## config.mk

```make
export PLATFORM = sky130hd
export DESIGN_NAME = csa_32b_by_rca
export DESIGN_NICKNAME = d
export VERILOG_FILES = /design/src/rtl/alu_pkg.sv /design/src/rtl/rca_16b.sv /design/src/rtl/csa_32b_by_rca.sv
export SDC_FILE = /design/constraint.sdc
export NUM_CORES = 1
export LEC_CHECK = 0
export CORE_MARGIN = 8
export CORE_UTILIZATION = 40
export CTS_CLUSTER_DIAMETER = 100
export DETAILED_ROUTE_END_ITERATION = 6
export GPL_TIMING_DRIVEN = 1
export PLACE_DENSITY = 0.89
export RECOVER_POWER = 100
export SLEW_MARGIN = 0
export SYNTH_ARGS = -nofsm -noshare
export SYNTH_HDL_FRONTEND = slang
export SYNTH_SLANG_ARGS = --single-unit
```

## constraint.sdc

```tcl
create_clock -name clock -period 32.8 [get_ports clock]
set_input_delay 9.84 -clock clock [delete_from_list [all_inputs] [get_ports clock]]
set_output_delay 9.84 -clock clock [all_outputs]
set_load 0.01 [all_outputs]
```

## src/rtl/alu_pkg.sv

```systemverilog
// Shared ALU constants: datapath width and the carry-select split point.
package alu_pkg;
  localparam int unsigned ALU_WIDTH = 32;
  localparam int unsigned CSA_SPLIT = 16;
endpackage

```

## src/rtl/rca_16b.sv

```systemverilog
// 16-bit ripple-carry adder built from a chain of 1-bit full adders.
// c15 is the carry into the MSB, used upstream for signed overflow.
module rca_16b
  import alu_pkg::*;
(
  input  logic [CSA_SPLIT-1:0] x,
  input  logic [CSA_SPLIT-1:0] y,
  input  logic                 ci,
  output logic [CSA_SPLIT-1:0] s,
  output logic                 co,
  output logic                 c15
);

  logic [CSA_SPLIT:0] c;

  assign c[0] = ci;

  for (genvar i = 0; i < CSA_SPLIT; i++) begin : g_fa
    assign s[i]   = x[i] ^ y[i] ^ c[i];
    assign c[i+1] = (x[i] & y[i]) | (x[i] & c[i]) | (y[i] & c[i]);
  end

  assign co  = c[CSA_SPLIT];
  assign c15 = c[CSA_SPLIT-1];

endmodule

```

## src/rtl/csa_32b_by_rca.sv

```systemverilog
// 32-bit carry-select adder: ripple low half, speculative high halves for
// carry-in 0 and 1, selected by the low-half carry; outputs registered.
module csa_32b_by_rca
  import alu_pkg::*;
(
  input  logic                 clock,
  input  logic                 reset,
  input  logic [ALU_WIDTH-1:0] a,
  input  logic [ALU_WIDTH-1:0] b,
  input  logic                 c_in,
  output logic [ALU_WIDTH-1:0] sum,
  output logic                 c_out,
  output logic                 ovf
);

  logic [CSA_SPLIT-1:0]           lo_s;
  logic                           c16;
  logic                           lo_c15_unused;
  logic [ALU_WIDTH-CSA_SPLIT-1:0] hi_s0, hi_s1, hi_s;
  logic                           hi_co0, hi_co1, hi_c15_0, hi_c15_1;
  logic                           co_sel, c31_in;
  logic [ALU_WIDTH-1:0]           sum_d;

  rca_16b u_lo (
    .x  (a[CSA_SPLIT-1:0]),
    .y  (b[CSA_SPLIT-1:0]),
    .ci (c_in),
    .s  (lo_s),
    .co (c16),
    .c15(lo_c15_unused)
  );

  rca_16b u_hi0 (
    .x  (a[ALU_WIDTH-1:CSA_SPLIT]),
    .y  (b[ALU_WIDTH-1:CSA_SPLIT]),
    .ci (1'b0),
    .s  (hi_s0),
    .co (hi_co0),
    .c15(hi_c15_0)
  );

  rca_16b u_hi1 (
    .x  (a[ALU_WIDTH-1:CSA_SPLIT]),
    .y  (b[ALU_WIDTH-1:CSA_SPLIT]),
    .ci (1'b1),
    .s  (hi_s1),
    .co (hi_co1),
    .c15(hi_c15_1)
  );

  assign hi_s   = c16 ? hi_s1    : hi_s0;
  assign co_sel = c16 ? hi_co1   : hi_co0;
  assign c31_in = c16 ? hi_c15_1 : hi_c15_0;
  assign sum_d  = {hi_s, lo_s};

  always_ff @(posedge clock) begin
    if (reset) begin
      sum   <= '0;
      c_out <= 1'b0;
      ovf   <= 1'b0;
    end else begin
      sum   <= sum_d;
      c_out <= co_sel;
      ovf   <= c31_in ^ co_sel;
    end
  end

endmodule

```

==> flow_summary.toml <==
[cts]
cts.sinks = 34
clock_path_buffers = 2
cts_tree = "built"
hold_buffers = 0
ctsResizeCount = 0
path_clk_slew_ns = 0.07
h-tree-depth = 2
postCtsSetupBuffers = 0
root_buffer = "clkbuf_8"
numCtsBuffers = 5

[pwr]
powerDensity_nw_per_um2 = 38.1
finalPower_w = 0.000127
irDropWorstVdd_mv = 0.0223
power.leakage_nw = 1.41

[layout]
n_antenna_cell = 0
synthToLayoutAreaGrowth_pct = 52.6
nets = 420
drive_above_1_share_pct = 7.48
finalCoreUtilization_pct = 61.6
design_area_um2 = 3330

[synth]
synth_area_per_cell_um2 = 10.1
synth_top_area_share_pct = 31.2
synth_top_area_cell = "dfxtp_1"
synth-main-ff-cell = "dfxtp_1"
syn_inst = 217
synth_cell_types = 50
synthTopCellsByCount = "dfxtp_1, nor2_1, nor2b_1"
synth_nets = 317
syn-cell-area_um2 = 2180
synthTopCellsByArea = "dfxtp_1, fa_1, ha_1"
yosys_warnings = 0
async_flop_share_pct = 0
synth_most_common_cell = "dfxtp_1"
yosysSeqAreaShare_pct = 31.2
synth_enable_flop_cells = 0
ys_seq_elements = 34

[worst_hold_path]
hp-class = "input pin to flip-flop"

[floorplanning]
row_count = 27
die_width_um = 89.9
die_h_um = 89.9
die_area_um2 = 8080
io_pins = 101
initial_core_util_pct = 40.4
coreArea_um2 = 5410

[global_routing]
grt-ovfl-total = 0
grt_pass1_wl_mm = 9.83
grt_pass1_vias = 2146
antenna_found_initial = 0
track_usage_pct = 14.7
grt_max_degree = 42

[sta]
finalSetupViolations = 0
rsz0062_at_grt = "no"
fin_crit_ns = 17.96
finalCritPeriodShare_pct = 54.7
max-slew-margin-rel_pct = 70.0
fin_setup_tns_ns = 0
hold_viol = 0
fin_hold_ws_ns = 10.26
fmax_ghz = 0.0557
tightest_slew_ns = 0.444
drv_slew = 0

[worst_setup_path]
critPathKind = "input pin to flip-flop"
arrival_ns = 18.13
cp-start-kind = "input pin"
crit_fanout = 11
worstPathRequired_ns = 32.97
cp-end-kind = "flip-flop"

[routing]
postRouteAntennaNets = 0
avgRoutedWirePerCell_um = 14.8
routed_via_density = 4.91
drtIter0Drc = 63
drt_wl_total_mm = 5.83
drtPass1Iterations = 4
num_vias = 1928
drc = 0

[placement]
place_congestion = 0.798
place_area_um2 = 3250
dp_hpwl_mm = 4.95
io_buffer_count = 100

[flow_run]
cap_violations = 0

[outcome]
status = "complete, no violations"
state kept, by name (all words and copies together) (netlist names):
register  flops
ovf           1
sum          32
c_out         1
report_power, final:
| group | internal, W | leakage, nW | total [W] | switching, W |
|---|---|---|---|---|
| logic | 0.0000263 | 1.08 | 0.0000469 | 0.0000205 |
| registers | 0.0000469 | 0.283 | 0.0000481 | 0.00000115 |
| clock network | 0.0000169 | 0.0482 | 0.0000319 | 0.0000149 |
worst max-delay path, cell delays in order:
cell and delay, ns:
dlygate4sd3_1 0.53, inv_1 0.08, fa_1 0.16, inv_1 0.05, fa_1 0.38, fa_1 0.40, fa_1 0.39, fa_1 0.39
fa_1 0.39, fa_1 0.39, fa_1 0.39, fa_1 0.39, fa_1 0.39, fa_1 0.39, fa_1 0.39, fa_1 0.39
fa_1 0.40, fa_1 0.39, fa_1 0.58, o21bai_1 0.26, or3b_1 0.40, or2_1 0.23, a31oi_1 0.20, mux2_1 0.33
area by class of cell:
cell class / count / area [um^2]
clock buffers: 7 / 86.3
clock inverters: 1 / 5.00
fillers: 471 / 2070
flip-flops and latches: 34 / 681
repair buffers: 101 / 1010
inverters: 11 / 41.3
multi-input cells: 167 / 1420
well taps: 72 / 90.1
routing by layer:
metal | vias up | routed length [um] | global-route usage [%]
met3 | 6 | 435 | 5.65
met5 | - | 0 | 0
met1 | 903 | 2170 | 13.9
li1 | 948 | - | -
met4 | 0 | 103 | 5.69
met2 | 71 | 3120 | 27.7
cells in the final DEF, fill, tap and decap left out, drive strengths merged, types with 6 or more instances in the layout:
cell	count
a21oi	6
clkbuf	7
clkdlybuf4s50	65
dfxtp	34
dlygate4sd3	35
fa	16
ha	17
inv	11
mux2	6
nor2	29
nor2b	21
nor3	6
o21ai	8
xnor2	6
cells by family (layout without fill, tap and decap cells):
group           after synthesis  after routing  synth area share, %
simple gates                 74             74                 17.8
flops                        34             34                 31.2
mux                           9              9                 4.81
xor+xnor                     10             10                 4.01
fa+ha+maj                    33             33                 24.4
compound gates               41             41                 14.6
buf+inv                      16            120                 3.15
metrics by stage:
stage / std cells / setup WS, ns
floorplan: 217 / 15.64
global placement: 385 / 14.87
detailed placement: 385 / 14.65
CTS: 393 / 14.93
global route: 393 / 14.57
finish: 393 / 14.84
worst paths after layout:
kind | from | to | slack, ns | cells past startpoint
hold / removal | b[31] | c_out$_SDFF_PP0_ | 10.26 | 3
setup / recovery | a[0] | sum[30]$_SDFF_PP0_ | 14.84 | 24
Note: power is estimated with default switching activity, not from simulation.
